## src/rtl/jtframe_joyserial.sv

```systemverilog
`default_nettype none
// ============================================================================
//  Module      : jtframe_joyserial
//  Description : Reader for daisy-chained parallel-in/serial-out joystick
//                adaptors (74HC165 style, active-low buttons). Produces a
//                shift clock from clk with an enable-style divider, loads
//                the chain, shifts PLAYERS*BITS bits in, idles for GAP shift
//                periods, then publishes all players at once.
//
//  Parameters  : PLAYERS  chained joysticks (1..4)
//                BITS     buttons per player (1..16); serial order per player
//                         is right, left, down, up, fire1, fire2, extras
//                DIV      clk cycles per joy_clk half-period (>= 4)
//                GAP      idle joy_clk periods between last bit and next load
//
//  Ports       : clk         system clock
//                rst         synchronous, active-high reset
//                joy_clk     shift clock to the adaptor
//                joy_load    active-low parallel load to the adaptor
//                joy_data    serial data from the adaptor (active-low, async)
//                joystick    player p in [16p+15:16p], active-high,
//                            bits BITS..15 of each word always 0
//                frame_done  one-clk pulse when joystick updates
//
//  Options     : JTFRAME_JOYSERIAL_DEBOUNCE_EN
//                  defined   -> an output bit changes only when two
//                               consecutive frames agree on its new value
//                  undefined -> joystick mirrors the latest frame
//
//  Revision    : 1.0  initial release
// ============================================================================
module jtframe_joyserial #(
    parameter int PLAYERS = 2,
    parameter int BITS    = 6,
    parameter int DIV     = 32,
    parameter int GAP     = 12
) (
    input  logic                    clk,
    input  logic                    rst,
    output logic                    joy_clk,
    output logic                    joy_load,
    input  logic                    joy_data,
    output logic [16*PLAYERS-1:0]   joystick,
    output logic                    frame_done
);

    localparam int c_N      = PLAYERS * BITS;
    localparam int c_DIV_W  = $clog2(DIV);
    localparam int c_BIT_W  = ($clog2(c_N) < 1) ? 1 : $clog2(c_N);
    localparam int c_GAP_W  = ($clog2(GAP + 1) < 1) ? 1 : $clog2(GAP + 1);

    localparam logic [c_DIV_W-1:0] c_DIV_LAST = c_DIV_W'(DIV - 1);
    localparam logic [c_BIT_W-1:0] c_BIT_LAST = c_BIT_W'(c_N - 1);
    localparam logic [c_GAP_W-1:0] c_GAP_LAST = c_GAP_W'(GAP);

    typedef enum logic [1:0] {
        ST_LOAD  = 2'd0,
        ST_SHIFT = 2'd1,
        ST_GAP   = 2'd2
    } state_t;

    state_t                   r_state;
    logic [c_DIV_W-1:0]       r_div;
    logic [c_BIT_W-1:0]       r_bit;
    logic [c_GAP_W-1:0]       r_gap;
    logic [1:0]               r_sync;
    logic [c_N-1:0]           r_capture;
    logic                     r_joy_clk;
    logic                     r_joy_load;
    logic                     r_frame_done;
    logic [16*PLAYERS-1:0]    r_joystick;

    logic                     w_tick;
    logic                     w_rise;
    logic                     w_fall;
    logic [16*PLAYERS-1:0]    w_frame;

    assign w_tick = (r_div == c_DIV_LAST);
    assign w_rise = w_tick & ~r_joy_clk;
    assign w_fall = w_tick &  r_joy_clk;

    // Capture bit k belongs to player k/BITS, button k%BITS; the unused
    // upper buttons of every 16-bit word are zero-filled.
    for (genvar p = 0; p < PLAYERS; p++) begin : g_player
        assign w_frame[16*p +: 16] = 16'(r_capture[p*BITS +: BITS]);
    end

`ifdef JTFRAME_JOYSERIAL_DEBOUNCE_EN
    logic [16*PLAYERS-1:0]    r_prev_frame;
    logic [16*PLAYERS-1:0]    w_agree;
    logic [16*PLAYERS-1:0]    w_next_joy;

    // A bit takes the new frame's value only when the previous frame
    // carried the same value; otherwise the published value holds.
    assign w_agree    = ~(w_frame ^ r_prev_frame);
    assign w_next_joy = (w_agree & w_frame) | (~w_agree & r_joystick);

    always_ff @(posedge clk) begin
        if (rst) begin
            r_prev_frame <= '0;
        end else if (r_state == ST_GAP && w_rise && r_gap == c_GAP_LAST) begin
            r_prev_frame <= w_frame;
        end
    end
`else
    logic [16*PLAYERS-1:0]    w_next_joy;

    assign w_next_joy = w_frame;
`endif

    always_ff @(posedge clk) begin
        if (rst) begin
            r_state      <= ST_LOAD;
            r_div        <= '0;
            r_bit        <= '0;
            r_gap        <= '0;
            r_sync       <= '0;
            r_capture    <= '0;
            r_joy_clk    <= 1'b0;
            r_joy_load   <= 1'b1;
            r_frame_done <= 1'b0;
            r_joystick   <= '0;
        end else begin
            r_sync       <= {r_sync[0], joy_data};
            r_frame_done <= 1'b0;
            r_div        <= w_tick ? '0 : r_div + 1'b1;
            if (w_tick) begin
                r_joy_clk <= ~r_joy_clk;
            end

            case (r_state)
                // joy_load is high on entry: the first rise drops it, the
                // second rise releases it, giving exactly one low period.
                ST_LOAD: begin
                    if (w_rise) begin
                        if (r_joy_load) begin
                            r_joy_load <= 1'b0;
                        end else begin
                            r_joy_load <= 1'b1;
                            r_bit      <= '0;
                            r_state    <= ST_SHIFT;
                        end
                    end
                end

                // The adaptor moves to the next bit on each rise; sampling
                // on the fall lands mid-bit, well after synchroniser delay.
                ST_SHIFT: begin
                    if (w_fall) begin
                        r_capture[r_bit] <= ~r_sync[1];
                        if (r_bit == c_BIT_LAST) begin
                            r_gap   <= '0;
                            r_state <= ST_GAP;
                        end else begin
                            r_bit <= r_bit + 1'b1;
                        end
                    end
                end

                // The first rise after the last fall closes that bit's
                // clock period; the GAP idle periods are counted after it.
                ST_GAP: begin
                    if (w_rise) begin
                        if (r_gap == c_GAP_LAST) begin
                            r_joystick   <= w_next_joy;
                            r_frame_done <= 1'b1;
                            r_state      <= ST_LOAD;
                        end else begin
                            r_gap <= r_gap + 1'b1;
                        end
                    end
                end

                default: begin
                    r_state <= ST_LOAD;
                end
            endcase
        end
    end

    assign joy_clk    = r_joy_clk;
    assign joy_load   = r_joy_load;
    assign joystick   = r_joystick;
    assign frame_done = r_frame_done;

endmodule
`default_nettype wire

```

## config.mk

```make
export PLATFORM = sky130hd
export DESIGN_NAME = jtframe_joyserial
export DESIGN_NICKNAME = d
export VERILOG_FILES = /design/src/rtl/jtframe_joyserial.sv
export SDC_FILE = /design/constraint.sdc
export NUM_CORES = 1
export LEC_CHECK = 0
export ABC_CLOCK_PERIOD_IN_PS = 5080
export BUFFER_PORTS_ARGS = -buffer_cell sky130_fd_sc_hd__buf_2
export CAP_MARGIN = 0
export CORE_UTILIZATION = 61
export CTS_BUF_LIST = sky130_fd_sc_hd__clkbuf_4 sky130_fd_sc_hd__clkbuf_8
export DETAILED_ROUTE_END_ITERATION = 10
export GPL_TIMING_DRIVEN = 0
export PLACE_DENSITY = 0.92
export SYNTH_ARGS = -nofsm -noshare
export SYNTH_HDL_FRONTEND = slang
export SYNTH_SLANG_ARGS = --single-unit
```

## constraint.sdc

```tcl
create_clock -name clk -period 5.08 [get_ports clk]
set_input_delay 1.016 -clock clk [delete_from_list [all_inputs] [get_ports clk]]
set_output_delay 1.016 -clock clk [all_outputs]
set_load 0.02 [all_outputs]
```

# Word-level counts from Yosys, hierarchy flattened
# Cells that the tools add are included.
# W data, S select, Z words.
# word_totals
reg_bits	44
inputBits	3
# op_classes
addsub	3
order_cmp	2
n_eq_ne	13
n_mux	22
n_bitwise	6
n_reduce_logical	12
# ops
op	count
$mux W4	8
$ne A2 B2 Y1 const B	8
$pmux W4 S2	2
$bwmux W12	1
$mux W2	6
$reduce_and A5 Y1	2
$add A4 B1 Y4 const B	2
$eq A4 B4 Y1 const B	2
$pmux W2 S3	1
$reduce_and A6 Y1	1
$add A5 B1 Y5 const B	1
$eq A5 B5 Y1 const B	1
$lt A4 B5 Y1 const B	1
$demux W1 S4	1
$ge A4 B1 Y1 const B	1
$not A1 Y1	4
$reduce_and A2 Y1	2
$reduce_bool A2 Y1	2
$mux W1	3
$reduce_and A3 Y1	1
$reduce_or A3 Y1	1
$and A1 B1 Y1	2
$eq A2 B1 Y1 const B	1
$eq A2 B2 Y1 const B	1
other kinds (3)	3

# Longest topological paths before layout
# Gate-level depths: netlist of run 1.
# depth
ltp_word	5
ltp_mapped	9
depth_no_buf	7

# Worst setup path before layout of run 1
# No wires, ideal clock.
# synth_timing
path_kind	register to register
startpoint	register r_div[0]
endpoint	register r_capture[7]
setup_time_ps	91
arrival_time_ps	1753
slack_ps	3236
path_stages_with_launch	9
path_buffers	1
synth_period_minus_slack_ps	1844
path_cell_list	dfxtp_1 ha_1 and3_1 ha_1 buf_6 nand4b_4 nor3b_4 a21oi_1 a311oi_1
# synth_via
elab_chain_len	3
# synth_lines
item	line	source
start, declared	63	logic [c_DIV_W-1:0] r_div;
start signal, assigned	126	r_div <= w_tick ? '0 : r_div + 1'b1;
$eq A5 B5 Y1	78	assign w_tick = (r_div == c_DIV_LAST);
$and A1 B1 Y1	80	assign w_fall = w_tick & r_joy_clk;
$reduce_and A2 Y1 (no source line)	--	
end signal, assigned by index	150	r_capture[r_bit] <= ~r_sync[1];
end, declared	67	logic [c_N-1:0] r_capture;
# No other way between the ends.
# A chain may end at the register's enable or synchronous reset.

# Worst setup path after layout of run 1
# layout_timing
startpoint	register r_div[0]
endpoint	register r_joystick[3], in the netlist joystick[3]
# layout_via
elab_chain_len	3
# layout_lines
item	line	source
$eq A5 B5 Y1	78	
$and A1 B1 Y1	79	assign w_rise = w_tick & ~r_joy_clk;
$reduce_and A3 Y1 (no source line)	--	
end signal, assigned	165	r_joystick <= w_next_joy;
end, declared	71	logic [16*PLAYERS-1:0] r_joystick;
# No other way between the ends.

==> flow_summary.ini, run 1 <==
[synth]
synth-seq-cells = 44
synthCells = 228
synth_edf_count = 0
synth_warnings = 0
ys_async_sr_fraction_pct = 0
synth_ff_type = dfxtp_1
ys_seq_area_share_pct = 42.98
syn_area_um2 = 2049
ys_types = 40
syn_area_per_cell_um2 = 8.989

[power_and_ir_drop]
p_leak_nw = 0.9633
peakVddDrop_v = 0.0001671
p_per_area_nw_per_um2 = 247.1

[floorplan]
boundaryPins = 38
die_area_um2 = 3596
coreArea_um2 = 3128
die_h_um = 59.97
fp.dieW_um = 59.97
start_util_pct = 65.52
rows = 20

[placement]
pre_cts_slack_ps = 2887
portBuffers = 17
hpwl_mm = 2.690
placed_area_um2 = 2261
gp_congestion = 0.8448

[routing]
vias_per_cell = 5.307
finalWirelength_mm = 3.722
wl_per_cell_um = 11.78
firstDrtPassIters = 4
detail-route-antenna-nets = 0
first_iter_violations = 72
num_vias = 1677
drc_errors = 0

[critical_path]
timing_worst_setup_path_type = reg2reg
cp-start-kind = register
cp.required_ps = 5320
r2r-end = joystick[3]
rr_startpoint = r_div[0]
worstSetupEndpointType = register
worstRegToRegCells = 9
worstPathArrival_ps = 2370
r2r_setup_slack_ps = 2950
cp_max_fo = 10

[cells_and_area]
utilization_pct = 74.40
stdcell_area_um2 = 2327
layout_commonest_cell = dfxtp_1
drive_gt1_share_pct = 19.85
antenna-diode-count = 0
final_nets = 282
layout_common_cells = dfxtp_1 (44), a21oi_1 (28), nand2_1 (26)
syn_to_final_growth_pct = 13.55
fillCellCount = 244

[clock_network]
numCtsBuffers = 5
h-tree-depth = 2
path_clk_slew_ps = 130
cts_tree = yes
clock_path_buffers = 2
cts_num_sinks = 44
cts.repair_timing.setup_buffer_count = 0
clock-root-buffer = clkbuf_4
clkLatencyLatePin_ps = 350
cts-resized-gates = 0
cts_hold_buf = 0

[timing]
tightest_slew_ps = 529.0
post-route-min-period_ps = 2134
clock_skew_ps = 7.322
max_freq_ghz = 0.4685
slew-limit-headroom_pct = 64.74
hold_viol = 0
finalSetupTns_ps = 0
fin_ws_ps = 2946
fin_crit_sh_pct = 42.01
setup_viol = 0
rsz0062_at_grt = false
drv_slew = 0
fin_hold_ws_ps = 459.2

[grt]
grt_usage_pct = 22.83
grt_pass1_wl_mm = 6.058
grt_pass1_vias = 1402
grt_antenna_before_repair = 0
grt_max_degree = 15
overflow = 0

[min_path]
min_from = r_sync[0]
hold_class = reg2reg
whs_path_depth = 1
min_to = r_sync[1]

[status]
status = finished clean

[job]
maxCapViolCount = 0
==> synth_stat cells (all sizes together), types with 5 or more instances <==
cell type,count,area share [%]
dfxtp,44,43
a21oi,28,6.8
nand2,26,4.8
buf,25,9.0
nor3,11,3.5
nor2,10,1.8
a311oi,9,3.8
clkbuf,9,1.6
ha,8,4.9
inv,5,0.92
nand3,5,1.2
==> per-layer routing <==
layer	share of wire (%)	wire (µm)	track usage, %	up-vias
met5	0	0	0	-
met4	1.6	61	8.970	0
met3	5.4	200	4.545	7
met2	46	1722	36.98	61
met1	47	1738	29.74	755
li1	-	-	-	854
==> how the worst max path moves through the flow <==
stage | startpoint | to | slack [ps] | cells past startpoint
2_1_floorplan | r_div[0] | r_capture[7] | 3240 | 8
6_report | r_div[0] | joystick[3] | 2950 | 9
3_5_place_dp | rst | r_bit[0] | 2890 | 4
5_1_grt | r_div[0] | r_capture[7] | 2760 | 8
3_3_place_gp | rst | r_gap[1] | 2920 | 4
4_1_cts | r_div[0] | r_capture[6] | 2940 | 8
==> state kept, by name, summed over array words and instances, names as in the netlist <==
| name | count |
|---|---|
| r_capture | 12 |
| r_sync | 2 |
| joy_clk | 1 |
| r_bit | 4 |
| frame_done | 1 |
| r_div | 5 |
| joystick | 12 |
| joy_load | 1 |
| r_state | 2 |
| r_gap | 4 |
==> cell families (layout without fill, tap and decap cells) <==
kind of cell    after synthesis  after routing  synth area share, %
simple gates                 81             81                23.14
compound gates               51             51                15.51
flops                        44             44                42.98
buf+inv                      39             64                11.54
fa+ha+maj                     8              8                4.884
xor+xnor                      3              3                1.282
other cells                   1             20               0.1830
mux                           1              1               0.4884
==> power breakdown <==
part / switching [W] / internal [W]
Combinational: 0.0000265 / 0.0000172
Clock: 0.000114 / 0.0000673
Sequential: 0.00000197 / 0.000348
==> per-stage QoR <==
step           total power, W  std cells
3_3_place_gp        0.0004006        308
5_1_grt             0.0005964        316
2_1_floorplan       0.0003963        247
3_5_place_dp        0.0004013        308
4_1_cts             0.0005796        316
6_report            0.0005751        316
==> layout make-up <==
cell class / instances / area, µm² / area share (%)
Clock inverter: 2 / 15.01 / 0.6452
Clock buffer: 6 / 51.30 / 2.204
Tap cell: 44 / 55.05 / 2.366
Sequential cell: 44 / 880.8 / 37.85
Inverter: 5 / 18.77 / 0.8065
Multi-Input combinational cell: 164 / 1003 / 43.12
Buffer: 34 / 217.7 / 9.355
Timing Repair Buffer: 17 / 85.08 / 3.656
==> critical path, stage by stage, from the launching register on <==
cell     delay, ps
dfxtp_1        380
ha_1           190
and3_1         160
ha_1           180
buf_6          150
nor2b_1        370
nand3_1        210
buf_2          230
nand2_1         90
a21oi_1         60
Note: power is estimated with default switching activity, not from simulation.
==> run 2, diff against run 1 <==
Settings changed: ABC_CLOCK_PERIOD_IN_PS 5080 to 1740, CORE_UTILIZATION 61 to 51, PLACE_DENSITY 0.92 to 0.83.
Clock period 5.08 ns to 1.74 ns, I/O delays scaled along.
==> run 2 against run 1 <==
Effect of this change:
- the flow now finishes with violations (negative setup slack)
- final cell count increased by 7.9%
- global-route usage is 0.89 points lower
- wire length is 36% higher
- first-iteration DRC count up 25%
- final area grew 19%
- highest routed layer unchanged
==> flow_summary.ini, run 2 (synthesis gave the netlist of run 1 again) <==
[critical_path]
worstSetupEndpointType = register
worstPathArrival_ps = 2180
worstRegToRegCells = 9
rr_startpoint = r_div[1]
r2r_setup_slack_ps = -260
r2r-end = r_capture[3]
timing_worst_setup_path_type = reg2reg
cp_max_fo = 6
cp.required_ps = 1920
cp-start-kind = register

[cells_and_area]
layout_commonest_cell = dfxtp_1
drive_gt1_share_pct = 38.57
syn_to_final_growth_pct = 35.41
layout_common_cells = dfxtp_1 (42), buf_4 (39), conb_1 (20)
final_nets = 303
seq_area_um2 = 883.3
utilization_pct = 74.13
stdcell_count = 341
stdcell_area_um2 = 2775
fillCellCount = 277
multi_input_area_um2 = 1210
antenna-diode-count = 0

[clock_network]
clkLatencyLatePin_ps = 300
clock_path_buffers = 2
cts_num_sinks = 44
clock-root-buffer = clkbuf_8
cts_tree = yes
h-tree-depth = 2
path_clk_slew_ps = 80
numCtsBuffers = 5
cts_hold_buf = 0

[timing]
fin_ws_ps = -256.5
drv_slew = 0
slew-limit-headroom_pct = 57.46
finalSetupTns_ps = -1719
clock_skew_ps = 7.234
rsz0062_at_grt = true
tightest_slew_ps = 638.1
post-route-min-period_ps = 1996
fin_crit_sh_pct = 114.7
hold_viol = 0
max_freq_ghz = 0.5009
setup_viol = 26
fin_hold_ws_ps = 255.3

[power_and_ir_drop]
combPwrFrac_pct = 7.2
internal-power_w = 0.001515
peakVddDrop_v = 0.0006391
switchingPower_w = 0.0004324
sw_frac_of_total_pct = 22.21
p_clk_share_pct = 40.2
p_per_area_nw_per_um2 = 701.6
p_leak_nw = 1.194
seq_power_share_pct = 52.6

[min_path]
whs_path_depth = 2
min_from = joy_data
min_to = r_sync[0]
hold_class = in2reg

[job]
maxCapViolCount = 0

[grt]
grtUsageMet2_pct = 34.79
overflow = 0
grt_usage_pct = 21.94
grt_pass1_wl_mm = 7.113
top_usage_layer = met2
grt_antenna_before_repair = 0
grt.met1_usage_pct = 28.15
grt_pass1_vias = 1549
grt_max_degree = 14
met3_usage_pct = 6.597

[routing]
vias_per_cell = 5.455
num_vias = 1860
first_iter_violations = 90
firstDrtPassIters = 5
finalWirelength_mm = 5.078
drc_errors = 0
wl_per_cell_um = 14.89
detail-route-antenna-nets = 0

[floorplan]
rows = 22
coreArea_um2 = 3744
boundaryPins = 38
fp.dieW_um = 65.39
die_area_um2 = 4276
die_h_um = 65.39
start_util_pct = 54.75

[placement]
dp.cells = 312
hpwl_mm = 2.693
placed_area_um2 = 2290
portBuffers = 17
gp_congestion = 0.8027

[status]
status = finished with violations
violations = negative setup slack
run 2: worst max-delay path by stage:
stage,start,to,cells past startpoint
floorplan,r_div[1],r_capture[0],8
global placement,r_div[0],joystick[18],9
detailed placement,r_div[0],r_capture[4],8
CTS,r_div[1],joystick[4],9
global route,r_div[1],r_capture[3],9
finish,r_div[1],r_capture[3],9
run 2: timing repair:
action,in CTS,in global routing
gates resized for setup,11,44
setup buffers,13,10
gates cloned,0,1
pin swaps,4,24
setup endpoints to repair,29,33
run 2: cell type report:
cell class / count / area share (%)
flip-flops and latches: 44 / 31.83
clock buffers: 6 / 2.750
repair buffers: 39 / 9.558
well taps: 48 / 2.164
clock inverters: 2 / 1.262
plain buffers: 33 / 8.161
inverters: 5 / 0.6763
multi-input cells: 164 / 43.60
run 2: critical path, cell delays in order, from the launching register on:
cell and delay, ps:
dfxtp_2 350, ha_4 130, and3_4 180, ha_4 130, buf_6 100, nand4b_4 160
nor3_4 230, buf_6 170, a21oi_1 100, a311oi_1 320
run 2: per-stage QoR:
stage | setup slack (ps) | power, W
after floorplan | 2.629 | 0.001158
after global placement | -169.5 | 0.001172
after detailed placement | -252.6 | 0.001173
after CTS | -98.29 | 0.001951
after global routing | -341.6 | 0.002008
final | -256.5 | 0.001947
run 2: layer usage:
metal	part of all wire (%)	vias to the layer above
li1	-	892
met1	39	878
met2	52	80
met3	7.2	10
met4	2.0	0
met5	0	-
run 2: power by group through the flow:
stage	sequential, W	combinational [W]	clock [W]
final	0.00102	0.000140	0.000783
after global routing	0.00103	0.000154	0.000828
after CTS	0.00102	0.000133	0.000794
after detailed placement	0.00105	0.000127	0
after global placement	0.00105	0.000126	0
after floorplan	0.00104	0.000113	0
==> run 3, diff against run 2 <==
Settings changed: CORE_UTILIZATION 51 to 50, CTS_CLUSTER_SIZE from default to 10, PLACE_DENSITY 0.83 to 0.82.
==> run 3 against run 2 <==
Effect of this change:
- the run still ends with negative setup slack left
- global-route usage fell by 0.11 points
- clock skew fell by 2.0 ps
- clock power rose by 3.1%
- non-clock buffer count fell by 3
- combinational power barely moved
- first-iteration DRC count rose by 57%
- setup slack improved by 62 ps
- utilization fell by 2.8 points
- final cell count fell by 0.88%
- via count fell by 2.0%
- clock-buffer cell count fell by 1
- total power rose by 1.3%
- largest cell class unchanged
- highest routed layer unchanged
==> flow_summary.ini, run 3 (synthesis gave the netlist of run 1 again) <==
[power_and_ir_drop]
p_per_area_nw_per_um2 = 728.0
combPwrFrac_pct = 7.2
p_clk_share_pct = 40.9
p_leak_nw = 1.124
p_total_w = 0.001973
sw_frac_of_total_pct = 23.68
peakVddDrop_v = 0.0005611
internal-power_w = 0.001506
switchingPower_w = 0.0004672
seq_power_share_pct = 51.9

[timing]
post-route-min-period_ps = 1934
rsz0062_at_grt = true
drv_slew = 0
hold_viol = 0
fin_crit_sh_pct = 111.2
tightest_slew_ps = 671.0
max_freq_ghz = 0.5170
slew-limit-headroom_pct = 55.27
setup_viol = 29
fin_ws_ps = -194.3
fin_hold_ws_ps = 245.2
clock_skew_ps = 5.207

[clock_network]
clock_path_buffers = 2
clock-root-buffer = clkbuf_8
numCtsBuffers = 5
cts_tree = yes
clkLatencyLatePin_ps = 300
cts_num_sinks = 44
path_clk_slew_ps = 90
h-tree-depth = 2

[cells_and_area]
final_nets = 300
antenna-diode-count = 0
drive_gt1_share_pct = 34.14
syn_to_final_growth_pct = 32.23
layout_common_cells = dfxtp_1 (42), buf_4 (36), nand2_1 (25)
layout_commonest_cell = dfxtp_1

[routing]
wl_per_cell_um = 14.32
drc_errors = 0
vias_per_cell = 5.393
finalWirelength_mm = 4.841
num_vias = 1823
first_iter_violations = 141
firstDrtPassIters = 4
detail-route-antenna-nets = 0

[floorplan]
start_util_pct = 53.95
die_h_um = 66.02
boundaryPins = 38
die_area_um2 = 4359
coreArea_um2 = 3799
fp.dieW_um = 66.02
rows = 22

[critical_path]
crit_start = r_div[1]
r2r-end = r_bit[0]
slowest_delay_ps = 520
cpMaxStageDelayCell = or4_4
critPathBufInv = 2
worstPathArrival_ps = 2160
crit_end = r_bit[0]
worstSetupEndpointType = register
cp-start-kind = register
crit_chain = ha_4 > and3_4 > ha_4 > buf_6 > nand4b_4 > buf_6 > or4_4 > o31ai_4
cp.required_ps = 1960
rr_startpoint = r_div[1]
path_depth = 8
cp_top_family = simple AND/OR/NAND/NOR gates
worstRegToRegCells = 8
r2r_setup_slack_ps = -190
cp_max_fo = 5
timing_worst_setup_path_type = reg2reg

[job]
maxCapViolCount = 0

[placement]
hpwl_mm = 2.747
portBuffers = 17
gp_congestion = 0.7847

[grt]
grt_antenna_before_repair = 0
grt_max_degree = 16
grt_pass1_vias = 1541
met3_usage_pct = 4.483
overflow = 0
grt_pass1_wl_mm = 7.072
top_usage_layer = met2
grtUsageMet2_pct = 33.80
grt_usage_pct = 21.83
grt.met1_usage_pct = 27.78

[min_path]
hold_class = in2reg

[status]
violations = negative setup slack
status = finished with violations
run 3: cell types whose count changed in the layout (fill, tap and decap cells not counted), sizes merged:
| cell | change |
|---|---|
| buf | -4 |
| clkinv | -1 |
| inv | +1 |
| clkinvlp | +1 |
run 3: worst reg2reg max path, stage by stage (launching register included):
cell and delay [ps]:
dfxtp_4 370, ha_4 130, and3_4 180, ha_4 130, buf_6 110, nand4b_4 170
buf_6 180, or4_4 520, o31ai_4 70
run 3: layout make-up:
cell class	count	area (µm²)
Multi-Input combinational cell	164	1165
Fill cell	281	1089
Clock buffer	5	68.82
Sequential cell	44	888.4
Timing Repair Buffer	35	231.5
Buffer	34	231.5
Tap cell	48	60.06
Clock inverter	3	46.29
Inverter	5	18.77
run 3: worst min-delay path by stage:
stage,start,endpoint,slack (ps),depth (start not counted)
final,joy_data,r_sync[0],250,2
after global routing,joy_data,r_sync[0],270,2
after detailed placement,r_div[0],r_div[0],420,1
after floorplan,r_div[0],r_div[0],400,1
after global placement,r_div[0],r_div[0],420,1
after CTS,joy_data,r_sync[0],250,2
run 3: layer usage:
| metal | part of all wire [%] | routed length [µm] |
|---|---|---|
| met5 | 0 | 0 |
| met1 | 44 | 2115 |
| met2 | 49 | 2351 |
| met4 | 2.5 | 123 |
| met3 | 5.2 | 251 |
run 3: timing repair:
action | 4_1_cts | 5_1_grt
buffers inserted | 11 | 8
setup endpoints to repair | 28 | 33
resized for setup | 9 | 31
pin swaps | 10 | 15
hold buffers | 0 | 0
run 3: through the flow:
| stage | utilization (%) | worst slack (ps) | TNS, ps | instance area (µm²) | instances |
|---|---|---|---|---|---|
| after CTS | 66.37 | -160.8 | -2260 | 2521 | 331 |
| final | 71.34 | -194.3 | -2484 | 2710 | 338 |
| after global routing | 71.34 | -269.9 | -5099 | 2710 | 338 |
| after floorplan | - | 2.629 | 0 | 2145 | 247 |
| after detailed placement | 60.28 | -218.8 | -4104 | 2290 | 312 |
| after global placement | 60.28 | -164.9 | -3186 | 2290 | 312 |
run 3: power groups by stage:
| stage | registers (W) | clock network (W) | logic, W |
|---|---|---|---|
| finish | 0.00102 | 0.000807 | 0.000142 |
| global route | 0.00103 | 0.000862 | 0.000155 |
| CTS | 0.00102 | 0.000807 | 0.000134 |
| detailed placement | 0.00105 | 0 | 0.000128 |
| global placement | 0.00105 | 0 | 0.000126 |
| floorplan | 0.00104 | 0 | 0.000113 |
